## config.mk

```make
export PLATFORM = sky130hd
export DESIGN_NAME = timer_share_sched
export DESIGN_NICKNAME = d
export VERILOG_FILES = /design/src/rtl/timer_pkg.sv /design/src/rtl/timer_share_sched_rr_pick.sv /design/src/rtl/timer_share_sched.sv
export SDC_FILE = /design/constraint.sdc
export NUM_CORES = 1
export LEC_CHECK = 0
export BUFFER_PORTS_ARGS = -buffer_cell sky130_fd_sc_hd__buf_2
export CORE_ASPECT_RATIO = 0.5
export CORE_UTILIZATION = 51
export DETAILED_ROUTE_END_ITERATION = 7
export PLACE_DENSITY_LB_ADDON = 0.25
export SLEW_MARGIN = 20
export SYNTH_ARGS = -nofsm -noshare
export SYNTH_HDL_FRONTEND = slang
export SYNTH_SLANG_ARGS = --single-unit
export TNS_END_PERCENT = 100
```

## constraint.sdc

```tcl
create_clock -name wb_clk_i -period 3.19 [get_ports wb_clk_i]
set_clock_uncertainty 0.05 [all_clocks]
set_input_delay 0.1595 -clock wb_clk_i [delete_from_list [all_inputs] [get_ports wb_clk_i]]
set_output_delay 0.1595 -clock wb_clk_i [all_outputs]
set_load 0.02 [all_outputs]
```

## src/rtl/timer_pkg.sv

```systemverilog
// Shared timer types and helpers: scheduler state encoding, default widths, round-robin search.
// Latency: n/a (types and a combinational function only).
// Backpressure: n/a.
package timer_pkg;

    typedef enum logic [1:0] {
        ST_IDLE   = 2'd0,
        ST_GRANT  = 2'd1,
        ST_COUNT  = 2'd2,
        ST_EXPIRE = 2'd3
    } timer_state_e;

    localparam int unsigned TIMER_CNT_W   = 16;
    localparam int unsigned TIMER_PRESC_W = 8;

    // Widest arbiter the search function supports; callers zero-extend narrower request vectors.
    localparam int unsigned RR_MAX_REQ   = 8;
    localparam int unsigned RR_MAX_IDX_W = 3;

    // First set bit of req searching upward from ptr, wrapping modulo n; -1 when nothing is set.
    function automatic int rr_search(input logic [RR_MAX_REQ-1:0] req,
                                     input int unsigned           ptr,
                                     input int unsigned           n);
        int          found_idx;
        int unsigned k;
        found_idx = -1;
        k         = 0;
        if (n != 0) begin
            for (int unsigned i = 0; i < RR_MAX_REQ; i++) begin
                k = (ptr + i) % n;
                if (found_idx < 0 && i < n && req[k[RR_MAX_IDX_W-1:0]]) begin
                    found_idx = int'(k);
                end
            end
        end
        return found_idx;
    endfunction

endpackage

```

## src/rtl/timer_share_sched_rr_pick.sv

```systemverilog
// Combinational round-robin picker: lowest eligible index at or above rr_ptr, wrapping.
// Latency: zero cycles (purely combinational).
// Backpressure: none; the caller decides when to act on valid.
module rr_pick #(
    parameter  int unsigned NUM_REQ = 4,
    localparam int unsigned IDX_W   = $clog2(NUM_REQ)
) (
    input  logic [NUM_REQ-1:0] req,
    input  logic [IDX_W-1:0]   rr_ptr,
    output logic               valid,
    output logic [IDX_W-1:0]   idx
);
    import timer_pkg::*;

    logic [RR_MAX_REQ-1:0] req_ext;
    int                    pick;

    // Widen the request vector to the search function's fixed width and decode its result.
    always_comb begin
        req_ext              = '0;
        req_ext[NUM_REQ-1:0] = req;
        pick                 = rr_search(req_ext, 32'(rr_ptr), NUM_REQ);
        valid                = (pick >= 0);
        idx                  = valid ? IDX_W'(pick) : '0;
    end

endmodule

```

## src/rtl/timer_share_sched.sv

```systemverilog
// Shares one prescaled down-counter among NUM_REQ requesters, granted round-robin.
// Latency: grant at T+1, done at T+2+L*(P+1) (T+2 when L=0); all outputs registered.
// Backpressure: requesters hold req until done or their own cancel; owner drop/cancel aborts.
module timer_share_sched
    import timer_pkg::*;
#(
    parameter  int unsigned NUM_REQ = 4,
    parameter  int unsigned CNT_W   = TIMER_CNT_W,
    parameter  int unsigned PRESC_W = TIMER_PRESC_W,
    localparam int unsigned IDX_W   = $clog2(NUM_REQ)
) (
    input  logic                     wb_clk_i,
    input  logic                     wb_rst_n_i,
    input  logic [NUM_REQ-1:0]       req_i,
    input  logic [NUM_REQ*CNT_W-1:0] load_i,
    input  logic [NUM_REQ-1:0]       cancel_i,
    input  logic [PRESC_W-1:0]       prescale_i,
    output logic [NUM_REQ-1:0]       gnt_o,
    output logic [NUM_REQ-1:0]       done_o,
    output logic                     busy_o,
    output logic [IDX_W-1:0]         owner_o,
    output logic [CNT_W-1:0]         count_o
);

    timer_state_e         state_q;
    logic [IDX_W-1:0]     owner_q;
    logic [IDX_W-1:0]     rr_ptr_q;
    logic [PRESC_W-1:0]   presc_q;
    logic [CNT_W-1:0]     cnt_q;
    logic [NUM_REQ-1:0]   gnt_q;
    logic [NUM_REQ-1:0]   done_q;
    logic                 busy_q;

    logic [NUM_REQ-1:0]   elig_d;
    logic                 pick_vld_d;
    logic [IDX_W-1:0]     pick_idx_d;
    logic [CNT_W-1:0]     load_sel_d;
    logic                 abort_d;
    logic [IDX_W-1:0]     rr_next_d;

    rr_pick #(
        .NUM_REQ (NUM_REQ)
    ) u_rr_pick (
        .req    (elig_d),
        .rr_ptr (rr_ptr_q),
        .valid  (pick_vld_d),
        .idx    (pick_idx_d)
    );

    // Eligibility, load selection, owner abort and next round-robin pointer.
    always_comb begin
        elig_d     = req_i & ~cancel_i;
        load_sel_d = load_i[pick_idx_d*CNT_W +: CNT_W];
        abort_d    = cancel_i[owner_q] | ~req_i[owner_q];
        rr_next_d  = (owner_q == IDX_W'(NUM_REQ - 1)) ? '0 : owner_q + IDX_W'(1);
    end

    // Scheduler FSM; abort is checked before any count progress so cancel beats the final tick.
    always_ff @(posedge wb_clk_i or negedge wb_rst_n_i) begin
        if (!wb_rst_n_i) begin
            state_q  <= ST_IDLE;
            owner_q  <= '0;
            rr_ptr_q <= '0;
            presc_q  <= '0;
            cnt_q    <= '0;
            gnt_q    <= '0;
            done_q   <= '0;
            busy_q   <= 1'b0;
        end else begin
            done_q <= '0;
            case (state_q)
                ST_IDLE: begin
                    if (pick_vld_d) begin
                        state_q <= ST_GRANT;
                        owner_q <= pick_idx_d;
                        gnt_q   <= NUM_REQ'(1) << pick_idx_d;
                        cnt_q   <= load_sel_d;
                        presc_q <= '0;
                        busy_q  <= 1'b1;
                    end
                end
                ST_GRANT: begin
                    if (abort_d) begin
                        state_q  <= ST_IDLE;
                        gnt_q    <= '0;
                        busy_q   <= 1'b0;
                        rr_ptr_q <= rr_next_d;
                    end else if (cnt_q == '0) begin
                        state_q <= ST_EXPIRE;
                        gnt_q   <= '0;
                        done_q  <= NUM_REQ'(1) << owner_q;
                    end else begin
                        state_q <= ST_COUNT;
                    end
                end
                ST_COUNT: begin
                    if (abort_d) begin
                        state_q  <= ST_IDLE;
                        gnt_q    <= '0;
                        busy_q   <= 1'b0;
                        rr_ptr_q <= rr_next_d;
                    end else if (presc_q == prescale_i) begin
                        presc_q <= '0;
                        cnt_q   <= cnt_q - CNT_W'(1);
                        if (cnt_q == CNT_W'(1)) begin
                            state_q <= ST_EXPIRE;
                            gnt_q   <= '0;
                            done_q  <= NUM_REQ'(1) << owner_q;
                        end
                    end else begin
                        // Wraps naturally if prescale_i was lowered below the running value.
                        presc_q <= presc_q + PRESC_W'(1);
                    end
                end
                ST_EXPIRE: begin
                    state_q  <= ST_IDLE;
                    busy_q   <= 1'b0;
                    rr_ptr_q <= rr_next_d;
                end
                default: begin
                    state_q <= ST_IDLE;
                end
            endcase
        end
    end

    assign gnt_o   = gnt_q;
    assign done_o  = done_q;
    assign busy_o  = busy_q;
    assign owner_o = owner_q;
    assign count_o = cnt_q;

endmodule

```

==> flow_summary.yaml, run 1 <==
timing:
  whs_ns: 0.2583
  max_freq_mhz: 379.9
  fin_crit_sh: 0.8252
  fin_setup_tns_ns: 0
  hold_violations: 0
  max_slew_margin: 0.3128
  tightest_slew_ns: 1.031
  period_needed_ns: 2.632
  slew_viol_final: 0
  setup_viol_count_final: 0
  rsz0062_at_grt: "no"
global_routing:
  grt_pass1_wl_um: 14150
  grt_max_degree: 40
  overflow: 0
  grtUsageTotal: 0.2835
  grt_pass1_vias: 2978
  antenna_found_initial: 0
place:
  numPortBuffers: 108
  gp_congestion: 1.013
  place_hpwl_um: 6459
clock_tree:
  cts_htree_levels: 2
  clkLatencyLatePin_ns: 0.28
  path_clk_slew_ns: 0.06
  cts.sinks: 39
  cts_resized: 0
  tritoncts: "built"
  root_buffer: "clkbuf_16"
  clk_path_buf_depth: 2
  post_cts_buffers: 0
  cts_made_buffers: 5
drt:
  drc_errors: 8
  drt_iter0_markers: 177
  first_pass_iters: 8
  antenna_left: 0
  wl_per_cell_um: 17.18
  viasPerCell: 6.139
  vias: 3100
  routed_wl_um: 8678
die:
  die_y_um: 56.92
  io_pins: 109
  start_util: 0.5461
  core_um2: 5634
  fp.dieW_um: 111.8
  rows: 19
  dieArea_um2: 6366
yosys:
  ys_ff_latch: 39
  synth-edff-count: 0
  async_flop_share: 1.000
  yosysWarnings: 0
  syn_inst: 322
  synth_nets: 416
  synth_top_area_cell: "dfrtp_1"
  netlist-cell-type-count: 59
  synth_seq_area_share: 0.3172
  synth_ff_type: "dfrtp_1"
  syn_area_um2: 3077
  synth.avg_cell_area_um2: 9.555
  synth_area_leaders: "dfrtp_1 (32%), mux2i_1 (10%), mux2_2 (6.2%), ha_1 (4.9%), a21oi_1 (3.4%)"
  synth_top_area_share: 0.3172
flow_run:
  max_cap_viol_count: 0
outcome:
  status: "complete, but fails checks"
  violations: "DRC"
critical_path:
  worstRegToRegCells: 7
  cp-end-kind: "flip-flop"
  required_ns: 3.31
  path_class: "reg2reg"
  start_kind: "flip-flop"
  worstPathMaxFanout: 12
  cp.arrival_ns: 2.76
cells_and_area:
  area_growth_pct: 26.68
  drive_gt1_frac: 0.3565
  fin_nets: 525
  num_antenna_cells: 0
power:
  p_leak_nw: 1.862
  pwr_density_cell_nw_per_um2: 826.4
  peakVddDrop_mv: 0.5520
  power_mw: 3.221
worst_hold_path:
  min_path_type: "in2reg"
  hold_depth: 4
[what timing repair did]
| action | CTS | global route |
|---|---|---|
| hold buffers | 1 | 0 |
| setup endpoints to repair | 0 | 0 |
| endpoints found under the hold margin | 10 | 0 |
[report_power, final]
| group | internal (mW) | switching, mW |
|---|---|---|
| clock | 0.449 | 0.207 |
| sequential | 0.669 | 0.238 |
| combinational | 0.670 | 0.988 |
| total | 1.79 | 1.43 |
[cell type report]
cell class	count	area (µm²)
Timing Repair Buffer	118	630.6
Tap cell	73	91.34
Fill cell	469	1737
Inverter	10	37.54
Clock inverter	2	60.06
Multi-Input combinational cell	257	1973
Sequential cell	39	975.9
Clock buffer	6	128.9
[worst max-delay path: stages (launching register included)]
cell	delay [ns]
dfrtp_1	0.43
or4b_1	0.58
o21ai_2	0.10
or3_1	0.49
buf_12	0.22
mux2i_1	0.08
mux2_2	0.27
a221oi_1	0.30
[per-stage QoR]
stage | area, µm² | worst slack (ns) | std cells | utilization
detailed placement | 3699 | 0.6163 | 496 | 0.6565
CTS | 3897 | 0.5760 | 505 | 0.6918
finish | 3897 | 0.5576 | 505 | 0.6918
floorplan | 3077 | 0.7770 | 322 | -
global route | 3897 | 0.4362 | 505 | 0.6918
global placement | 3699 | 0.7268 | 496 | 0.6565
[synthesized netlist by cell type, drive strengths merged (6+ instances only)]
master and n:
mux2i 31, nor3 14, mux2 21, o21ai 10, nand4 9, inv 10, nor2 21, nand2 16
a211oi 6, ha 12, nor4 6, clkbuf 11, dfrtp 39, a21oi 21, xnor2 10
[sequential cells by signal (all words and copies together), names as in the netlist]
| register | cells |
|---|---|
| count_o | 16 |
| presc_q | 8 |
| done_o | 4 |
| gnt_o | 4 |
| owner_o | 2 |
| rr_ptr_q | 2 |
| state_q | 2 |
| busy_o | 1 |
[final timing paths]
kind                                          from                 endpoint  slack (ns)
hold reg to reg               gnt_o[0]$_DFFE_PN0P_     gnt_o[0]$_DFFE_PN0P_        0.45
min in group asynchronous               wb_rst_n_i     gnt_o[2]$_DFFE_PN0P_        0.50
hold / removal                         cancel_i[3]   owner_o[0]$_DFFE_PN0P_        0.26
setup / recovery           rr_ptr_q[0]$_DFFE_PN0P_   count_o[6]$_DFFE_PN0P_        0.56
max in group asynchronous               wb_rst_n_i  count_o[10]$_DFFE_PN0P_        2.02
setup reg to reg           rr_ptr_q[0]$_DFFE_PN0P_   count_o[6]$_DFFE_PN0P_        0.56
[placed cells by master (no fill, tap or decap), types with 10 or more instances in the layout]
| master | n |
|---|---|
| mux2i_1 | 31 |
| xnor2_1 | 10 |
| buf_2 | 108 |
| mux2_2 | 17 |
| nor2_1 | 21 |
| dfrtp_1 | 39 |
| nor3_1 | 14 |
| nand2_1 | 15 |
| ha_1 | 12 |
| a21oi_1 | 20 |
[kinds of logic after synthesis]
group,count (synthesis),share of synthesized area
adders and majority gates,12,0.04880
xor gates and xnor gates,13,0.03701
buffers and inverters,26,0.04270
AOI/OAI and AO/OA,71,0.1586
muxes,54,0.1924
DFF,39,0.3172
and+or+nand+nor,107,0.2033
[metal layers]
metal / wire length, µm / part of all wire / track usage
met4: 194 / 0.022 / 0.09073
met5: 0 / 0 / 0
met1: 3737 / 0.43 / 0.3698
met3: 720 / 0.083 / 0.06156
met2: 4025 / 0.46 / 0.4756
Note: power is estimated with default switching activity, not from simulation.
==> inputs of run 2 (changes only) <==
- ABC_AREA: default -> 1
- CORE_UTILIZATION: 51 -> 52
- clock period: 3.19 -> 2.5 ns (I/O delays scaled with it)
==> run 2 against run 1 <==
Sequential power increased by 26%. Worst setup slack got worse by 0.35 ns. Utilization decreased by 1.8 points. Largest power group unchanged. The run now ends clean.
==> flow_summary.yaml, run 2 <==
worst_hold_path:
  min_path_type: "in2reg"
  hold_depth: 7
clock_tree:
  cts_made_buffers: 5
  path_clk_slew_ns: 0.07
  post_cts_buffers: 0
  cts.sinks: 39
  tritoncts: "built"
  cts_resized: 0
  cts_htree_levels: 2
  cts_hold_buf: 1
  clkLatencyLatePin_ns: 0.29
  root_buffer: "clkbuf_16"
  clk_path_buf_depth: 2
timing:
  fin_ws_ns: 0.2039
  max_freq_mhz: 435.5
  max_slew_margin: 0.3804
  hold_violations: 0
  setup_viol_count_final: 0
  period_needed_ns: 2.296
  rsz0062_at_grt: "no"
  slew_viol_final: 0
  fin_setup_tns_ns: 0
  tightest_slew_ns: 0.9294
  fin_crit_sh: 0.9184
die:
  dieArea_um2: 6803
  core_um2: 6156
  io_pins: 109
  start_util: 0.5455
  rows: 20
  fp.dieW_um: 115.7
  die_y_um: 58.83
cells_and_area:
  layout_common_cells: "nand2_1 (199), buf_2 (108), inv_1 (72)"
  fill_cells: 588
  layout_commonest_cell: "nand2_1"
  fin_cells: 741
  fin_nets: 746
  final_core_util: 0.6742
  seq_area_um2: 975.9
  area_growth_pct: 23.58
  multi_input_area_um2: 1966
  drive_gt1_frac: 0.2083
  num_antenna_cells: 0
  largest_reg_flops: 16
critical_path:
  cp_common_cell: "nand2_1"
  crit_cells: 10
  cpMaxStageDelayCell: "dfrtp_1"
  worstPathMaxFanout: 31
  path_class: "reg2reg"
  required_ns: 2.66
  cp_slowest_stage_delay_ns: 0.55
  cp.arrival_ns: 2.46
  worstRegToRegCells: 10
  cp-end-kind: "flip-flop"
  cp_top_family: "simple AND/OR/NAND/NOR gates"
  start_kind: "flip-flop"
  cp_num_buf_inv: 2
  cp_cell_sequence: "inv_4 -> nand3_1 -> nand2_1 -> nor3_2 -> nand2_1 -> nand2_1 -> nor2_4 -> inv_2 -> nor2_1 -> a21oi_1"
drt:
  vias: 3745
  wl_per_cell_um: 12.14
  viasPerCell: 5.054
  first_pass_iters: 5
  drt_iter0_markers: 237
  drc_errors: 0
  routed_wl_um: 8999
  antenna_left: 0
power:
  power_mw: 6.092
  peakVddDrop_mv: 0.7408
  pwr_density_cell_nw_per_um2: 1468
  p_leak_nw: 2.412
place:
  gp_congestion: 0.8917
  dp_slack_ns: 0.2634
  numPortBuffers: 108
  placedCellCount: 732
  place_hpwl_um: 6793
yosys:
  ys_ff_latch: 39
  synth_area_leaders: "dfrtp_1 (29%), nand2_1 (22%), inv_1 (8.0%), nor2_1 (5.1%), nand4_1 (4.7%)"
  synth_top_area_cell: "dfrtp_1"
  synth-edff-count: 0
  syn_area_um2: 3358
  synth_seq_area_share: 0.2906
  async_flop_share: 1.000
  yosysWarnings: 0
  synth_ff_type: "dfrtp_1"
  synth.avg_cell_area_um2: 6.128
  synth_top_area_share: 0.2906
  synth_nets: 642
  netlist-cell-type-count: 31
  synth_commonest_cells: "nand2_1 (199), inv_1 (72), nor2_1 (46)"
  syn_inst: 548
  yosysMostFrequentCell: "nand2_1"
global_routing:
  antenna_found_initial: 1
  grtUsageTotal: 0.2856
  grt_max_degree: 41
  grt_pass1_wl_um: 14710
  grt_pass1_vias: 3227
  overflow: 0
flow_run:
  max_cap_viol_count: 0
outcome:
  status: "completed"
-- run 2: changes by cell type after synthesis, moves of 16 or more --
cell / previous run / this run
inv_1: 9 / 72
mux2_2: 17 / 0
mux2i_1: 31 / 0
nand2_1: 15 / 199
nand3_1: 5 / 31
nand4_1: 9 / 25
nor2_1: 21 / 46
-- run 2: final timing paths --
path | startpoint | end | slack (ns)
worst min register to register | gnt_o[0]$_DFFE_PN0P_ | gnt_o[0]$_DFFE_PN0P_ | 0.43
min in group asynchronous | wb_rst_n_i | count_o[14]$_DFFE_PN0P_ | 0.46
worst max-delay path | rr_ptr_q[0]$_DFFE_PN0P_ | count_o[14]$_DFFE_PN0P_ | 0.20
worst max register to register | rr_ptr_q[0]$_DFFE_PN0P_ | count_o[14]$_DFFE_PN0P_ | 0.20
max in group asynchronous | wb_rst_n_i | gnt_o[3]$_DFFE_PN0P_ | 1.35
worst min-delay path | load_i[40] | count_o[8]$_DFFE_PN0P_ | 0.21
-- run 2: worst reg2reg max path, stage by stage (launching register included) --
cell     delay, ns
dfrtp_1       0.55
inv_4         0.09
nand3_1       0.10
nand2_1       0.09
nor3_2        0.26
nand2_1       0.11
nand2_1       0.20
nor2_4        0.09
inv_2         0.39
nor2_1        0.11
a21oi_1       0.17
-- run 2: layout make-up --
| type | instances | share of cell area |
|---|---|---|
| Multi-Input combinational cell | 410 | 0.4736 |
| Inverter | 77 | 0.07024 |
| Timing Repair Buffer | 119 | 0.1538 |
| Clock inverter | 3 | 0.01055 |
| Sequential cell | 39 | 0.2352 |
| Clock buffer | 5 | 0.03015 |
| Tap cell | 88 | 0.02653 |
-- run 2: cell families after synthesis --
logic type	share of synthesized area
fa+ha+maj	0.04471
xor+xnor	0.03651
buf+inv	0.1241
compound gates	0.09762
flops	0.2906
simple gates	0.4065
-- run 2: per-layer routing --
layer  track usage  part of all wire  vias to the layer above
li1              -                 -                     1939
met1        0.3712              0.44                     1681
met2        0.4645              0.45                      110
met3       0.09269             0.097                       15
met4       0.07326             0.015                        0
met5             0                 0                        -
-- run 2: metrics by stage --
stage	cell area (µm²)	hold WS (ns)
after detailed placement	3971	0.2609
after floorplan	3358	-0.2206
final	4150	0.2076
after global placement	3971	0.2570
after CTS	4150	0.2072
after global routing	4150	0.2364
-- run 2: report_power, final --
part           internal, mW  switching, mW
Clock                 0.471          0.283
Sequential            0.874          0.264
Combinational          1.43           2.77
Total                  2.78           3.31
